**src/rtl/uart_cmd_parser_if.sv**
```systemverilog
// Byte-stream / config-write bundle between the UART receiver side and the
// command parser.
//   rx_data   : received byte, stable when rx_int falls
//   rx_int    : receiver busy flag, falling edge marks a completed byte
//   cfg_wr    : one-cycle strobe for a valid frame
//   cfg_addr  : ADDR of the last valid frame
//   cfg_wdata : {DHI,DLO} of the last valid frame
//   frame_err : one-cycle strobe on checksum mismatch or inter-byte timeout
interface uart_cmd_parser_if;
  logic [7:0]  rx_data;
  logic        rx_int;
  logic        cfg_wr;
  logic [7:0]  cfg_addr;
  logic [15:0] cfg_wdata;
  logic        frame_err;

  // Byte source side: drives the stream, observes the config results
  modport master (
    output rx_data, rx_int,
    input  cfg_wr, cfg_addr, cfg_wdata, frame_err
  );

  // Parser side
  modport slave (
    input  rx_data, rx_int,
    output cfg_wr, cfg_addr, cfg_wdata, frame_err
  );
endinterface

```
**src/rtl/uart_cmd_parser.sv**
```systemverilog
// Frames 5-byte host commands (HEADER, ADDR, DHI, DLO, CSUM) from the UART
// receiver byte stream, emits a config-write strobe for valid frames and keeps
// the oscilloscope shadow registers.
//   clk          : system clock
//   rst          : synchronous active-high reset
//   bus          : rx byte stream in, cfg_wr/cfg_addr/cfg_wdata/frame_err out
//   trig_level   : trigger threshold        (addr 0x01, DLO)
//   timebase_div : sample-clock divider     (addr 0x02, {DHI,DLO})
//   run          : acquisition enable       (addr 0x03, DLO[0])
//   trig_edge    : 0 rising / 1 falling     (addr 0x03, DLO[1])
module uart_cmd_parser #(
  parameter logic [7:0]  HEADER  = 8'hA5,
  parameter int unsigned TIMEOUT = 500000
) (
  input  logic               clk,
  input  logic               rst,
  uart_cmd_parser_if.slave   bus,
  output logic [7:0]         trig_level,
  output logic [15:0]        timebase_div,
  output logic               run,
  output logic               trig_edge
);

  localparam int unsigned    CNT_W    = 20;
  localparam logic [CNT_W-1:0] CNT_LAST = CNT_W'(TIMEOUT - 1);

  typedef enum logic [2:0] {
    S_IDLE,
    S_ADDR,
    S_DHI,
    S_DLO,
    S_CSUM
  } state_t;

  state_t             state_q;
  state_t             state_d;
  logic               rx_int_d;
  logic               byte_stb_c;
  logic               tmo_hit_c;
  logic               frame_ok_c;
  logic               frame_bad_c;
  logic [7:0]         addr_r;
  logic [7:0]         dhi_r;
  logic [7:0]         dlo_r;
  logic [CNT_W-1:0]   tmo_cnt;

  // Completed byte = falling edge of the receiver busy flag
  assign byte_stb_c = rx_int_d & ~bus.rx_int;

  // A byte arriving on the terminal count takes priority over the timeout
  assign tmo_hit_c = (state_q != S_IDLE) && !byte_stb_c && (tmo_cnt == CNT_LAST);

  // State register
  always_ff @(posedge clk) begin
    if (rst) state_q <= S_IDLE;
    else     state_q <= state_d;
  end

  // Next-state and frame verdict
  always_comb begin
    state_d     = state_q;
    frame_ok_c  = 1'b0;
    frame_bad_c = 1'b0;
    if (byte_stb_c) begin
      case (state_q)
        S_IDLE: if (bus.rx_data == HEADER) state_d = S_ADDR;
        S_ADDR: state_d = S_DHI;
        S_DHI:  state_d = S_DLO;
        S_DLO:  state_d = S_CSUM;
        S_CSUM: begin
          state_d = S_IDLE;
          if (bus.rx_data == (addr_r ^ dhi_r ^ dlo_r)) frame_ok_c  = 1'b1;
          else                                         frame_bad_c = 1'b1;
        end
        default: state_d = S_IDLE;
      endcase
    end else if (tmo_hit_c) begin
      state_d = S_IDLE;
    end
  end

  // Byte capture, inter-byte timer and registered outputs
  always_ff @(posedge clk) begin
    if (rst) begin
      rx_int_d      <= 1'b0;
      addr_r        <= 8'h00;
      dhi_r         <= 8'h00;
      dlo_r         <= 8'h00;
      tmo_cnt       <= '0;
      bus.cfg_wr    <= 1'b0;
      bus.cfg_addr  <= 8'h00;
      bus.cfg_wdata <= 16'h0000;
      bus.frame_err <= 1'b0;
      trig_level    <= 8'h80;
      timebase_div  <= 16'h0001;
      run           <= 1'b0;
      trig_edge     <= 1'b0;
    end else begin
      rx_int_d <= bus.rx_int;

      if (byte_stb_c) begin
        case (state_q)
          S_ADDR:  addr_r <= bus.rx_data;
          S_DHI:   dhi_r  <= bus.rx_data;
          S_DLO:   dlo_r  <= bus.rx_data;
          default: ;
        endcase
      end

      if (byte_stb_c || tmo_hit_c)  tmo_cnt <= '0;
      else if (state_q != S_IDLE)   tmo_cnt <= tmo_cnt + CNT_W'(1);

      bus.cfg_wr    <= frame_ok_c;
      bus.frame_err <= frame_bad_c | tmo_hit_c;

      // Unknown addresses still publish cfg_addr/cfg_wdata but touch no shadow
      if (frame_ok_c) begin
        bus.cfg_addr  <= addr_r;
        bus.cfg_wdata <= {dhi_r, dlo_r};
        case (addr_r)
          8'h01: trig_level   <= dlo_r;
          8'h02: timebase_div <= {dhi_r, dlo_r};
          8'h03: begin
            run       <= dlo_r[0];
            trig_edge <= dlo_r[1];
          end
          default: ;
        endcase
      end
    end
  end

endmodule
```
**src/flat_wrapper.sv**
```systemverilog
// flat-port wrapper written by rule: the top's interface ports become plain ports
module uart_cmd_parser_flat 
#(
  parameter logic [7:0]  HEADER  = 8'hA5,
  parameter int unsigned TIMEOUT = 500000
)
  (clk, rst, trig_level, timebase_div, run, trig_edge, bus_rx_data, bus_rx_int, bus_cfg_wr, bus_cfg_addr, bus_cfg_wdata, bus_frame_err);
  uart_cmd_parser_if bus_i ();
  input  logic clk;
  input  logic rst;
  output logic [7:0] trig_level;
  output logic [15:0] timebase_div;
  output logic run;
  output logic trig_edge;
  input wire logic [$bits(bus_i.rx_data)-1:0] bus_rx_data;
  input wire logic [$bits(bus_i.rx_int)-1:0] bus_rx_int;
  output wire logic [$bits(bus_i.cfg_wr)-1:0] bus_cfg_wr;
  output wire logic [$bits(bus_i.cfg_addr)-1:0] bus_cfg_addr;
  output wire logic [$bits(bus_i.cfg_wdata)-1:0] bus_cfg_wdata;
  output wire logic [$bits(bus_i.frame_err)-1:0] bus_frame_err;
  assign bus_i.rx_data = bus_rx_data;
  assign bus_i.rx_int = bus_rx_int;
  assign bus_cfg_wr = bus_i.cfg_wr;
  assign bus_cfg_addr = bus_i.cfg_addr;
  assign bus_cfg_wdata = bus_i.cfg_wdata;
  assign bus_frame_err = bus_i.frame_err;
  uart_cmd_parser #(.HEADER(HEADER), .TIMEOUT(TIMEOUT)) u_core (.clk(clk), .rst(rst), .bus(bus_i), .trig_level(trig_level), .timebase_div(timebase_div), .run(run), .trig_edge(trig_edge));
endmodule
```
**config.mk**
```make
export PLATFORM = sky130hd
export DESIGN_NAME = uart_cmd_parser_flat
export DESIGN_NICKNAME = d
export VERILOG_FILES = /design/src/rtl/uart_cmd_parser_if.sv /design/src/rtl/uart_cmd_parser.sv /design/src/flat_wrapper.sv
export SDC_FILE = /design/constraint.sdc
export NUM_CORES = 1
export LEC_CHECK = 0
export ABC_AREA = 0
export BUFFER_PORTS_ARGS = -buffer_cell sky130_fd_sc_hd__buf_2
export CAP_MARGIN = 20
export CORE_MARGIN = 2
export CORE_UTILIZATION = 48
export CTS_CLUSTER_SIZE = 24
export DETAILED_ROUTE_END_ITERATION = 10
export PLACE_DENSITY = 0.79
export SYNTH_ARGS = -nofsm -noshare
export SYNTH_HDL_FRONTEND = slang
export SYNTH_SLANG_ARGS = --single-unit
```
**constraint.sdc**
```tcl
create_clock -name clk -period 3.5 [get_ports clk]
set_input_delay 0.525 -clock clk [delete_from_list [all_inputs] [get_ports clk]]
set_output_delay 0.525 -clock clk [all_outputs]
set_load 0.1 [all_outputs]
```
Yosys cells after proc, flatten, opt, wreduce, memory -nomap -nowiden
Cells that the tools add are included.
{"block": "classes", "n_addsub": 1, "multipliers": 0, "div_mod_pow": 0, "order_cmp": 0, "eq_ne": 11, "n_shift": 0, "mux": 10, "bitwise_logic": 5, "reduce_logical": 15}
{"operator": "20-bit by 1-bit adder with 20-bit output, second input constant", "count": 1}
{"operator": "20-bit by 19-bit == test with 1-bit output, second input constant", "count": 1}
{"operator": "8-bit by 2-bit == test with 1-bit output, second input constant", "count": 2}
{"operator": "8-bit XOR", "count": 2}
{"operator": "2-bit AND reduction", "count": 7}
{"operator": "3-bit one-hot mux with 4 select lines", "count": 1}
{"operator": "3-bit 2-to-1 mux", "count": 3}
{"operator": "8-bit by 1-bit == test with 1-bit output, second input constant", "count": 1}
{"operator": "8-bit == test", "count": 1}
{"operator": "8-bit == test, second input constant", "count": 1}
{"operator": "3-bit by 2-bit == test with 1-bit output, second input constant", "count": 2}
{"operator": "1-bit 2-to-1 mux", "count": 6}
{"operator": "3-bit by 1-bit == test with 1-bit output, second input constant", "count": 1}
{"operator": "3-bit == test, second input constant", "count": 1}
{"operator": "3-bit zero test", "count": 1}
{"operator": "3-bit inequality test, second input constant", "count": 1}
{"operator": "3-bit nonzero test", "count": 1}
{"operator": "1-bit logical AND", "count": 2}
{"operator": "2-bit nonzero test", "count": 1}
{"operator": "2-bit OR reduction", "count": 1}
{"operator": "1-bit bitwise AND", "count": 1}
{"operator": "1-bit zero test", "count": 1}
{"operator": "1-bit logical OR", "count": 1}
{"operator": "1-bit inverter", "count": 1}
{"operator": "1-bit bitwise OR", "count": 1}
{"block": "word_totals", "register_bits": 100, "latch_bits": 0, "mem_bits_rw": 0, "romBits": 0, "input_bits": 11, "mem_count": 0}

Depth between registers and ports, before layout
Gate-level depths: netlist of run 1.
{"block": "depth", "word_depth": 7, "depth_mapped": 8}

Worst setup path before layout of run 1
No wires, ideal clock.
{"block": "synth_timing", "path_type": "input -> register", "start": "input port bus_rx_data[4]", "end": "register u_core.timebase_div[2]", "arrival_ps": 1993, "t_required_ps": 3428, "setup_slack_ps": 1435, "cell_stages": 6, "path_buffers": 1, "cell_sequence": "xor2_1 xnor2_1 nand4_1 nor4_4 buf_6 mux2i_1"}
{"block": "synth_via", "elab_chain_cells": 5}
{"element": "start, declared", "line": "flat_wrapper.sv:15", "source": "input wire logic [$bits(bus_i.rx_data)-1:0] bus_rx_data;"}
{"element": "8-bit == test", "line": "uart_cmd_parser.sv:72", "source": "if (bus.rx_data == (addr_r ^ dhi_r ^ dlo_r)) frame_ok_c = 1'b1;"}
{"element": "1-bit 2-to-1 mux", "line": "uart_cmd_parser.sv:72"}
{"element": "1-bit 2-to-1 mux", "line": "uart_cmd_parser.sv:65", "source": "case (state_q)"}
{"element": "1-bit 2-to-1 mux", "line": "uart_cmd_parser.sv:64", "source": "if (byte_stb_c) begin"}
{"element": "2-bit AND reduction (no line)"}
{"element": "end signal, assigned", "line": "uart_cmd_parser.sv:122", "source": "8'h02: timebase_div <= {dhi_r, dlo_r};"}
{"element": "end, declared", "line": "uart_cmd_parser.sv:19", "source": "output logic [15:0] timebase_div,"}
Every way passes these cells.
A chain may end at the register's enable or synchronous reset.

Worst setup path after layout of run 1
{"block": "layout_timing", "start": "register u_core.addr_r[1]", "end": "register u_core.trig_level[4]"}
{"block": "layout_via", "elab_chain_cells": 7, "elab_cells_between_ends": 8, "cone_classes": "eq/ne (2); mux (3); bitwise (2); reduce/logical (1)"}
{"element": "start, declared", "line": "uart_cmd_parser.sv:42", "source": "logic [7:0] addr_r;"}
{"element": "start signal, assigned", "line": "uart_cmd_parser.sv:103", "source": "S_ADDR: addr_r <= bus.rx_data;"}
{"element": "8-bit XOR (2 in a row)", "line": "uart_cmd_parser.sv:72"}
{"element": "8-bit == test", "line": "uart_cmd_parser.sv:72"}
{"element": "1-bit 2-to-1 mux", "line": "uart_cmd_parser.sv:72"}
{"element": "1-bit 2-to-1 mux", "line": "uart_cmd_parser.sv:65"}
{"element": "1-bit 2-to-1 mux", "line": "uart_cmd_parser.sv:64"}
{"element": "2-bit AND reduction (no line) (*)"}
{"element": "end signal, assigned", "line": "uart_cmd_parser.sv:121", "source": "8'h01: trig_level <= dlo_r;"}
{"element": "end, declared", "line": "uart_cmd_parser.sv:18", "source": "output logic [7:0] trig_level,"}
Mark *: on every way between the ends. The rest lies on a longest branch, timed or not.

==> impl_metrics.toml, run 1 <==
[global_route]
grt_remaining_overflow = 0
antenna_found_initial = 0
grt_max_degree = 67
grt_pass1_wl_um = 15500
grt_use_total_pct = 19.3
grt_pass1_vias = 3219

[routing]
drc = 0
wl_met2_um = 4370
finalWirelength_um = 9110
wl_per_cell_um = 15.0
wl_met1_um = 4300
vias = 3265
drt_pass1_iterations = 4
vias_per_cell = 5.37
ant_nets = 0
wl_met3_um = 309
highest_layer = "met4"
drt_iter0_markers = 175

[logic_synthesis]
synth_edf_count = 0
synth.yosys.warnings = 0
syn_area_per_cell_um2 = 9.81
ys_seq_area_share_pct = 46.1
netlist.area_leader.share_pct = 46.1
async_reset_ff_share_pct = 0
yosys-top-cells-area = "dfxtp_1 (46%), mux2i_1 (15%), nand2b_1 (8.4%)"
synthTopCellsByCount = "dfxtp_1 (100), mux2i_1 (66), nand2b_1 (58), nor2_1 (52), xnor2_1 (23)"
ys_ff_latch = 100
yosysTopAreaCell = "dfxtp_1"
netlist_instances = 443
post-synth-top-count-cell = "dfxtp_1"
synthFlopType = "dfxtp_1"
synth.distinct_cells = 37
syn_nets = 455
synthesis.area_um2 = 4350

[power_and_ir_drop]
vdd_drop_max_mv = 0.267
p_sw_share_pct = 23.3
p_per_area_nw_per_um2 = 383
total_power_mw = 1.89
seqPwrFrac_pct = 60.3
power.leakage_nw = 2.00
p_sw_uw = 440
combPwrFrac_pct = 3.4
clkPwrFrac_pct = 36.3
p_int_mw = 1.45

[clock_tree]
cts.clk_slew.worst_paths_ns = 0.10
cts.htree.levels = 3
clk_latency_ns = 0.36
cts-hold-fix-buffers = 0
root_buffer = "clkbuf_8"
cts_buffers = 9
post_cts_buffers = 0
cts_resized = 0
cts_tree = "built"
cts_num_sinks = 100
ctsLongestPathBuffers = 2

[critical_path]
slowest_stage = "or4_1"
worst_setup_path_start_kind = "flip-flop"
cp-end-kind = "flip-flop"
critPathKind = "reg -> reg"
critPathArrivalTime_ns = 2.78
required_ns = 3.74
crit_top_cell = "xnor2_1"
max_stage_delay_ns = 0.89
crit_chain = "xnor2_1 -> xnor2_1 -> nand4_1 -> or4_1 -> mux2i_1"
crit_path_max_fanout = 13

[cells_and_area]
seqCellArea_um2 = 2000
area_growth_pct = 13.2
num_antenna_cells = 0
multi_input_area_um2 = 2230
drive_gt1_share_pct = 17.6
n_fill_cell = 754
finalNonFillerCells = 608
final_nets = 507

[sta]
worst_slew_pin_slew_ns = 0.989
final_max_slew_viol_count = 0
relSlewSlack_pct = 33.6
rsz0062_at_grt = "false"
skew_ns = 0.00878
setup_viol = 0
fmax_ghz = 0.395
hold_viol = 0
period_needed_ns = 2.53
final.period_utilization_pct = 72.4
tns_ns = 0

[job]
maxCapViolCount = 0

[placed_design]
dp_cells = 592
dpl.hpwl_um = 6490
io_buffers = 62
gp_congestion = 0.849

[floorplan]
die_w_um = 99.1
num_rows = 34
ios = 63
initial_core_util_pct = 49.6
die_h_um = 99.1
core-area_um2 = 8760
dieArea_um2 = 9830

[min_path]
hold_class = "in -> reg"

[run_status]
status = "complete, no violations"
-- cells in the final DEF (no fill, tap or decap), types with 2 or more instances in the layout --
cell / synthesis / routed
a21oi_1: 13 / 13
and4_1: 4 / 4
buf_2: 7 / 62
buf_4: 1 / 4
clkbuf_8: 0 / 10
clkinvlp_4: 0 / 2
dfxtp_1: 100 / 100
inv_6: 0 / 2
mux2i_1: 66 / 66
nand2_1: 12 / 12
nand2b_1: 58 / 58
nand3_1: 10 / 10
nand4_1: 19 / 19
nor2_1: 52 / 52
nor2b_1: 2 / 2
nor3_1: 3 / 3
nor4_1: 4 / 4
nor4b_2: 1 / 3
o21ai_0: 3 / 3
o31ai_1: 8 / 8
or3_1: 2 / 2
or4bb_1: 2 / 2
xnor2_1: 23 / 23
xor2_1: 19 / 19
-- state kept, by name, indices dropped and copies added (netlist names), 3 cells and up --
signal,flops
u_core.dlo_r,8
u_core.addr_r,8
u_core.bus.cfg_addr,8
u_core.state_q,3
u_core.trig_level,8
u_core.tmo_cnt,20
u_core.bus.cfg_wdata,16
u_core.timebase_div,16
u_core.dhi_r,8
-- worst max-delay path, delay by kind of cell (launching register included) --
| family | cells | cell delay [ns] |
|---|---|---|
| xor gates and xnor gates | 2 | 0.33 |
| muxes | 1 | 0.19 |
| and+or+nand+nor | 2 | 1.43 |
| DFF | 1 | 0.47 |
-- power by group through the flow --
stage | logic [mW] | clock network [mW] | registers (mW)
after floorplan | 0.0433 | 0 | 1.16
after global placement | 0.0617 | 0 | 1.16
after detailed placement | 0.0626 | 0 | 1.16
after CTS | 0.0628 | 0.698 | 1.14
after global routing | 0.0682 | 0.750 | 1.14
final | 0.0632 | 0.685 | 1.14
-- path summary, 6_finish.rpt --
kind	slack, ns	from	endpoint	cells past startpoint
max	0.97	u_core.addr_r[1]	u_core.trig_level[4]	5
max reg2reg	0.97	u_core.addr_r[1]	u_core.trig_level[4]	5
min	0.44	bus_rx_int	u_core.rx_int_d	2
min reg2reg	0.48	u_core.bus.cfg_wdata[9]	u_core.bus.cfg_wdata[9]	2
-- cell families after synthesis --
| logic type | count (synthesis) | synth area share [%] |
|---|---|---|
| adder cells (fa/ha/maj) | 1 | 0.288 |
| AO/OA/AOI/OAI | 26 | 3.69 |
| XOR/XNOR | 42 | 8.47 |
| buffers and inverters | 27 | 2.79 |
| multiplexers | 66 | 15.2 |
| AND/OR/NAND/NOR | 181 | 23.5 |
| flip-flops | 100 | 46.1 |
-- final cells by class --
| cell class | instances | area share (%) |
|---|---|---|
| inverter | 1 | 0.0763 |
| tap | 108 | 2.75 |
| clock buffer | 10 | 2.80 |
| clock inverter | 6 | 0.941 |
| sequential | 100 | 40.7 |
| multi-input combinational | 316 | 45.4 |
| timing repair buffer | 67 | 7.32 |
-- routing by layer --
metal / up-vias / track usage (%)
li1: 1633 / -
met5: - / 0
met3: 10 / 3.30
met2: 58 / 32.9
met4: 0 / 6.11
met1: 1564 / 25.1
-- stage by stage --
stage                     area (um^2)  hold slack [ns]  util (%)  setup slack [ns]
after floorplan                  4350            0.449         -              1.44
after detailed placement         4740            0.463      54.0             0.756
after global placement           4740            0.457      54.0             0.798
after CTS                        4920            0.433      56.1             0.988
final                            4920            0.441      56.1             0.968
after global routing             4920            0.443      56.1             0.751
Note: power is estimated with default switching activity, not from simulation.
==> run 2, diff against run 1 <==
--- a/config.mk
+++ b/config.mk
@@ -12,7 +12,7 @@
 export CORE_UTILIZATION = 48
 export CTS_CLUSTER_SIZE = 24
 export DETAILED_ROUTE_END_ITERATION = 10
-export PLACE_DENSITY = 0.79
+export PLACE_DENSITY = 0.81
 export SYNTH_ARGS = -nofsm -noshare
 export SYNTH_HDL_FRONTEND = slang
 export SYNTH_SLANG_ARGS = --single-unit
==> constraint.sdc (replaced) <==
create_clock -name clk -period 2.3 [get_ports clk]
set_input_delay 0.345 -clock clk [delete_from_list [all_inputs] [get_ports clk]]
set_output_delay 0.345 -clock clk [all_outputs]
set_load 0.1 [all_outputs]
==> impl_metrics.toml, run 2 (synthesis results as in run 1) <==
[placed_design]
gp_congestion = 0.883
pre_cts_ws_ns = 0.104
io_buffers = 62
placed_cell_area_um2 = 4850
dpl.hpwl_um = 7080

[power_and_ir_drop]
seqPwrFrac_pct = 58.7
p_sw_uw = 674
combPwrFrac_pct = 3.5
p_int_mw = 2.28
power.leakage_nw = 2.08
p_sw_share_pct = 22.9
p_per_area_nw_per_um2 = 586
vdd_drop_max_mv = 0.398
total_power_mw = 2.95
clkPwrFrac_pct = 37.8

[critical_path]
startpoint = "u_core.addr_r[4]"
crit_path_max_fanout = 12
slowest_stage = "dfxtp_1"
worst_setup_path_start_kind = "flip-flop"
worstReg2RegStart = "u_core.addr_r[4]"
crit_chain = "xor2_1 -> xnor2_1 -> nand4_1 -> buf_4 -> nor4_4 -> buf_4 -> mux2i_1"
rr_worst_depth = 7
crit_top_cell = "buf_4"
r2r_end = "u_core.timebase_div[15]"
max_stage_delay_ns = 0.45
cp-end-kind = "flip-flop"
critPathArrivalTime_ns = 2.46
required_ns = 2.60
reg2reg_slack_ns = 0.14
critPathKind = "reg -> reg"
crit_end = "u_core.timebase_div[15]"

[cells_and_area]
layout_common_cells = "dfxtp_1 (100), mux2i_1 (66), buf_2 (62)"
drive_gt1_share_pct = 19.8
seqCellArea_um2 = 2000
largest_reg_flops = 20
final_common_cell = "dfxtp_1"
area_growth_pct = 16.0
top_register = "u_core.tmo_cnt"
final_nets = 522
multi_input_area_um2 = 2230
num_antenna_cells = 0
finalInstanceArea_um2 = 5040
n_fill_cell = 779
largest_registers = "u_core.tmo_cnt x20, u_core.bus.cfg_wdata x16, u_core.timebase_div x16"

[routing]
drt_pass1_iterations = 4
vias = 3367
drt_iter0_markers = 175
ant_nets = 0
wl_per_cell_um = 15.8
finalWirelength_um = 9860
drc = 0
vias_per_cell = 5.40

[min_path]
hold_class = "in -> reg"
hold_path.startpoint = "bus_rx_int"

[floorplan]
initial_core_util_pct = 49.6
die_h_um = 99.1
ios = 63
die_w_um = 99.1
core-area_um2 = 8760
num_rows = 34
dieArea_um2 = 9830

[sta]
setup_viol = 0
rsz0062_at_grt = "false"
final.period_utilization_pct = 93.9
fmax_ghz = 0.463
final_max_slew_viol_count = 0
relSlewSlack_pct = 36.8
worst_slew_pin_slew_ns = 0.941
tns_ns = 0
whs_ns = 0.252
skew_ns = 0.0119
setup_slack_ns = 0.140
period_needed_ns = 2.16
hold_viol = 0

[global_route]
grt_pass1_wl_um = 16600
grt_max_degree = 38
grt_use_total_pct = 20.9
antenna_found_initial = 0
grt_remaining_overflow = 0
grt_pass1_vias = 3356

[clock_tree]
cts-hold-fix-buffers = 0
cts_tree = "built"
cts_num_sinks = 100
cts_buffers = 9
cts.clk_slew.worst_paths_ns = 0.09
ctsLongestPathBuffers = 2
cts.htree.levels = 3
cts_resized = 0
clk_latency_ns = 0.38
root_buffer = "clkbuf_8"
post_cts_buffers = 0

[job]
maxCapViolCount = 0

[run_status]
status = "complete, no violations"
-- run 2: routing by layer --
metal  GRT usage (%)  up-vias  part of all wire (%)
met5               0        -                     0
met4            7.27        0                   1.7
met3            4.43       16                   5.0
met2            34.4       91                    48
met1            27.5     1602                    45
li1                -     1658                     -
-- run 2: how the worst min path moves through the flow --
stage | end | slack (ns) | cells past startpoint
finish | u_core.rx_int_d | 0.25 | 2
global route | u_core.rx_int_d | 0.27 | 2
CTS | u_core.rx_int_d | 0.24 | 2
detailed placement | u_core.timebase_div[8] | 0.46 | 2
global placement | u_core.trig_edge | 0.46 | 2
floorplan | u_core.tmo_cnt[1] | 0.45 | 2
-- run 2: power groups by stage --
stage	Clock, mW	Sequential, mW	Combinational (mW)
after global placement	0	1.77	0.100
final	1.12	1.73	0.104
after detailed placement	0	1.77	0.104
after CTS	1.13	1.73	0.104
after floorplan	0	1.77	0.0658
after global routing	1.20	1.73	0.113
-- run 2: layout make-up --
type	count	share of cell area [%]
clock buffers	10	2.53
clock inverters	6	1.27
inverters	1	0.0745
multi-input cells	316	44.3
flip-flops and latches	100	39.7
well taps	108	2.68
repair buffers	82	9.38
-- run 2: worst max-delay path: cells and delay by family, from the launching register on --
| family | cells | cell delay [ns] |
|---|---|---|
| mux | 1 | 0.23 |
| flops | 1 | 0.45 |
| simple gates | 2 | 0.47 |
| xor+xnor | 2 | 0.41 |
| buf+inv | 2 | 0.51 |
-- run 2: stage by stage --
step / util, % / std cells
after global placement: 55.3 / 607
after CTS: 57.5 / 623
after detailed placement: 55.3 / 607
final: 57.5 / 623
after floorplan: - / 443
after global routing: 57.5 / 623
==> run 3, diff against run 2 <==
--- a/config.mk
+++ b/config.mk
@@ -12,7 +12,10 @@
 export CORE_UTILIZATION = 48
 export CTS_CLUSTER_SIZE = 24
 export DETAILED_ROUTE_END_ITERATION = 10
+export GPL_TIMING_DRIVEN = 0
+export MAX_ROUTING_LAYER = met4
 export PLACE_DENSITY = 0.81
 export SYNTH_ARGS = -nofsm -noshare
 export SYNTH_HDL_FRONTEND = slang
 export SYNTH_SLANG_ARGS = --single-unit
+export TNS_END_PERCENT = 50
==> impl_metrics.toml, run 3 (synthesis results as in run 1) <==
[sta]
period_needed_ns = 2.16
setup_viol = 0
tns_ns = 0
whs_ns = 0.278
final_max_slew_viol_count = 0
skew_ns = 0.0134
setup_slack_ns = 0.138
relSlewSlack_pct = 39.2
rsz0062_at_grt = "true"
worst_slew_pin_slew_ns = 0.904
hold_viol = 0
fmax_ghz = 0.462
final.period_utilization_pct = 94.0

[global_route]
grt_remaining_overflow = 0
antenna_found_initial = 0
grt_use_total_pct = 21.1
grt_use_met2_pct = 33.4
grt_pass1_vias = 3273
grt_max_degree = 18
grt_use_met1_pct = 28.1
busiest_layer = "met2"
grt_pass1_wl_um = 16000
use_met3_pct = 3.72

[cells_and_area]
largest_reg_flops = 20
num_antenna_cells = 0
area_growth_pct = 15.0
largest_registers = "u_core.tmo_cnt x20, u_core.bus.cfg_wdata x16, u_core.timebase_div x16"
final_nets = 530
final_common_cell = "dfxtp_1"
layout_common_cells = "dfxtp_1 (100), buf_2 (68), mux2i_1 (66)"
top_register = "u_core.tmo_cnt"
post-route-util_pct = 57.0
drive_gt1_share_pct = 18.4

[critical_path]
crit_path_max_fanout = 8
rr_worst_depth = 6
worstReg2RegStart = "u_core.state_q[0]"
worst_setup_path_start_kind = "flip-flop"
cp-end-kind = "flip-flop"
required_ns = 2.60
critPathKind = "reg -> reg"
critPathArrivalTime_ns = 2.47
crit_end = "u_core.trig_level[6]"
reg2reg_slack_ns = 0.14
r2r_end = "u_core.trig_level[6]"
startpoint = "u_core.state_q[0]"

[min_path]
hold_class = "in -> reg"

[floorplan]
initial_core_util_pct = 49.6
core-area_um2 = 8760
ios = 63
dieArea_um2 = 9830
num_rows = 34
die_h_um = 99.1
die_w_um = 99.1

[routing]
wl_per_cell_um = 15.5
ant_nets = 0
drt_iter0_markers = 166
drc = 0
finalWirelength_um = 9790
vias = 3373
vias_per_cell = 5.35
drt_pass1_iterations = 4

[clock_tree]
cts_tree = "built"
root_buffer = "clkbuf_8"
cts-hold-fix-buffers = 0
clk_latency_ns = 0.37
ctsLongestPathBuffers = 2
cts.clk_slew.worst_paths_ns = 0.10
cts_num_sinks = 100
cts.htree.levels = 3
cts_buffers = 9

[run_status]
status = "complete, no violations"

[power_and_ir_drop]
power.leakage_nw = 2.03
p_per_area_nw_per_um2 = 572
vdd_drop_max_mv = 0.315

[placed_design]
io_buffers = 61
gp_congestion = 0.895
dpl.hpwl_um = 7190
pre_cts_ws_ns = -0.177

[job]
maxCapViolCount = 0
-- run 3: worst max-delay path: stages (launching register included) --
cell,delay [ns]
dfxtp_1,0.39
nor4b_2,0.37
and2_1,0.19
nand3_1,0.19
or4_1,0.54
buf_2,0.22
mux2i_1,0.19
-- run 3: cell type report --
| cell class | count | area, um^2 |
|---|---|---|
| fill | 767 | 3760 |
| multi-input combinational | 316 | 2240 |
| sequential | 100 | 2000 |
| timing repair buffer | 64 | 328 |
| tap | 108 | 135 |
| clock buffer | 9 | 124 |
| buffer | 26 | 119 |
| clock inverter | 6 | 48.8 |
| inverter | 1 | 3.75 |
-- run 3: worst min path at each step --
stage	startpoint	endpoint	slack, ns	cells after the start
2_1_floorplan	u_core.tmo_cnt[1]	u_core.tmo_cnt[1]	0.45	2
3_3_place_gp	u_core.bus.cfg_addr[4]	u_core.bus.cfg_addr[4]	0.46	2
6_report	bus_rx_int	u_core.rx_int_d	0.28	2
4_1_cts	bus_rx_int	u_core.rx_int_d	0.27	2
3_5_place_dp	u_core.bus.cfg_addr[5]	u_core.bus.cfg_addr[5]	0.46	2
5_1_grt	bus_rx_int	u_core.rx_int_d	0.28	2
-- run 3: routing by layer --
layer  share of wire (%)  vias to the layer above  wire, um
met3                 4.2                        7       414
met1                  46                     1633      4500
met4                 1.0                        0        98
met5                   0                        -         0
li1                    -                     1666         -
met2                  49                       67      4780
-- run 3: repair_timing --
action                                 CTS  global route
gates resized for setup                  2             3
endpoints found under the hold margin    0             0
setup endpoints to repair               20            12
pin swaps                                1             0
buffers inserted                         3             0
-- run 3: stage by stage --
step                      power, mW  cell area (um^2)  instances
final                          2.86              5000        630
after detailed placement       1.88              4790        612
after CTS                      2.88              4990        630
after floorplan                1.84              4350        443
after global placement         1.88              4790        612
after global routing           2.96              5000        630
-- run 3: where the power goes --
part | internal (mW) | total (mW) | switching, mW
clock network | 0.396 | 1.02 | 0.621
registers | 1.73 | 1.73 | 0.000588
logic | 0.0403 | 0.108 | 0.0680
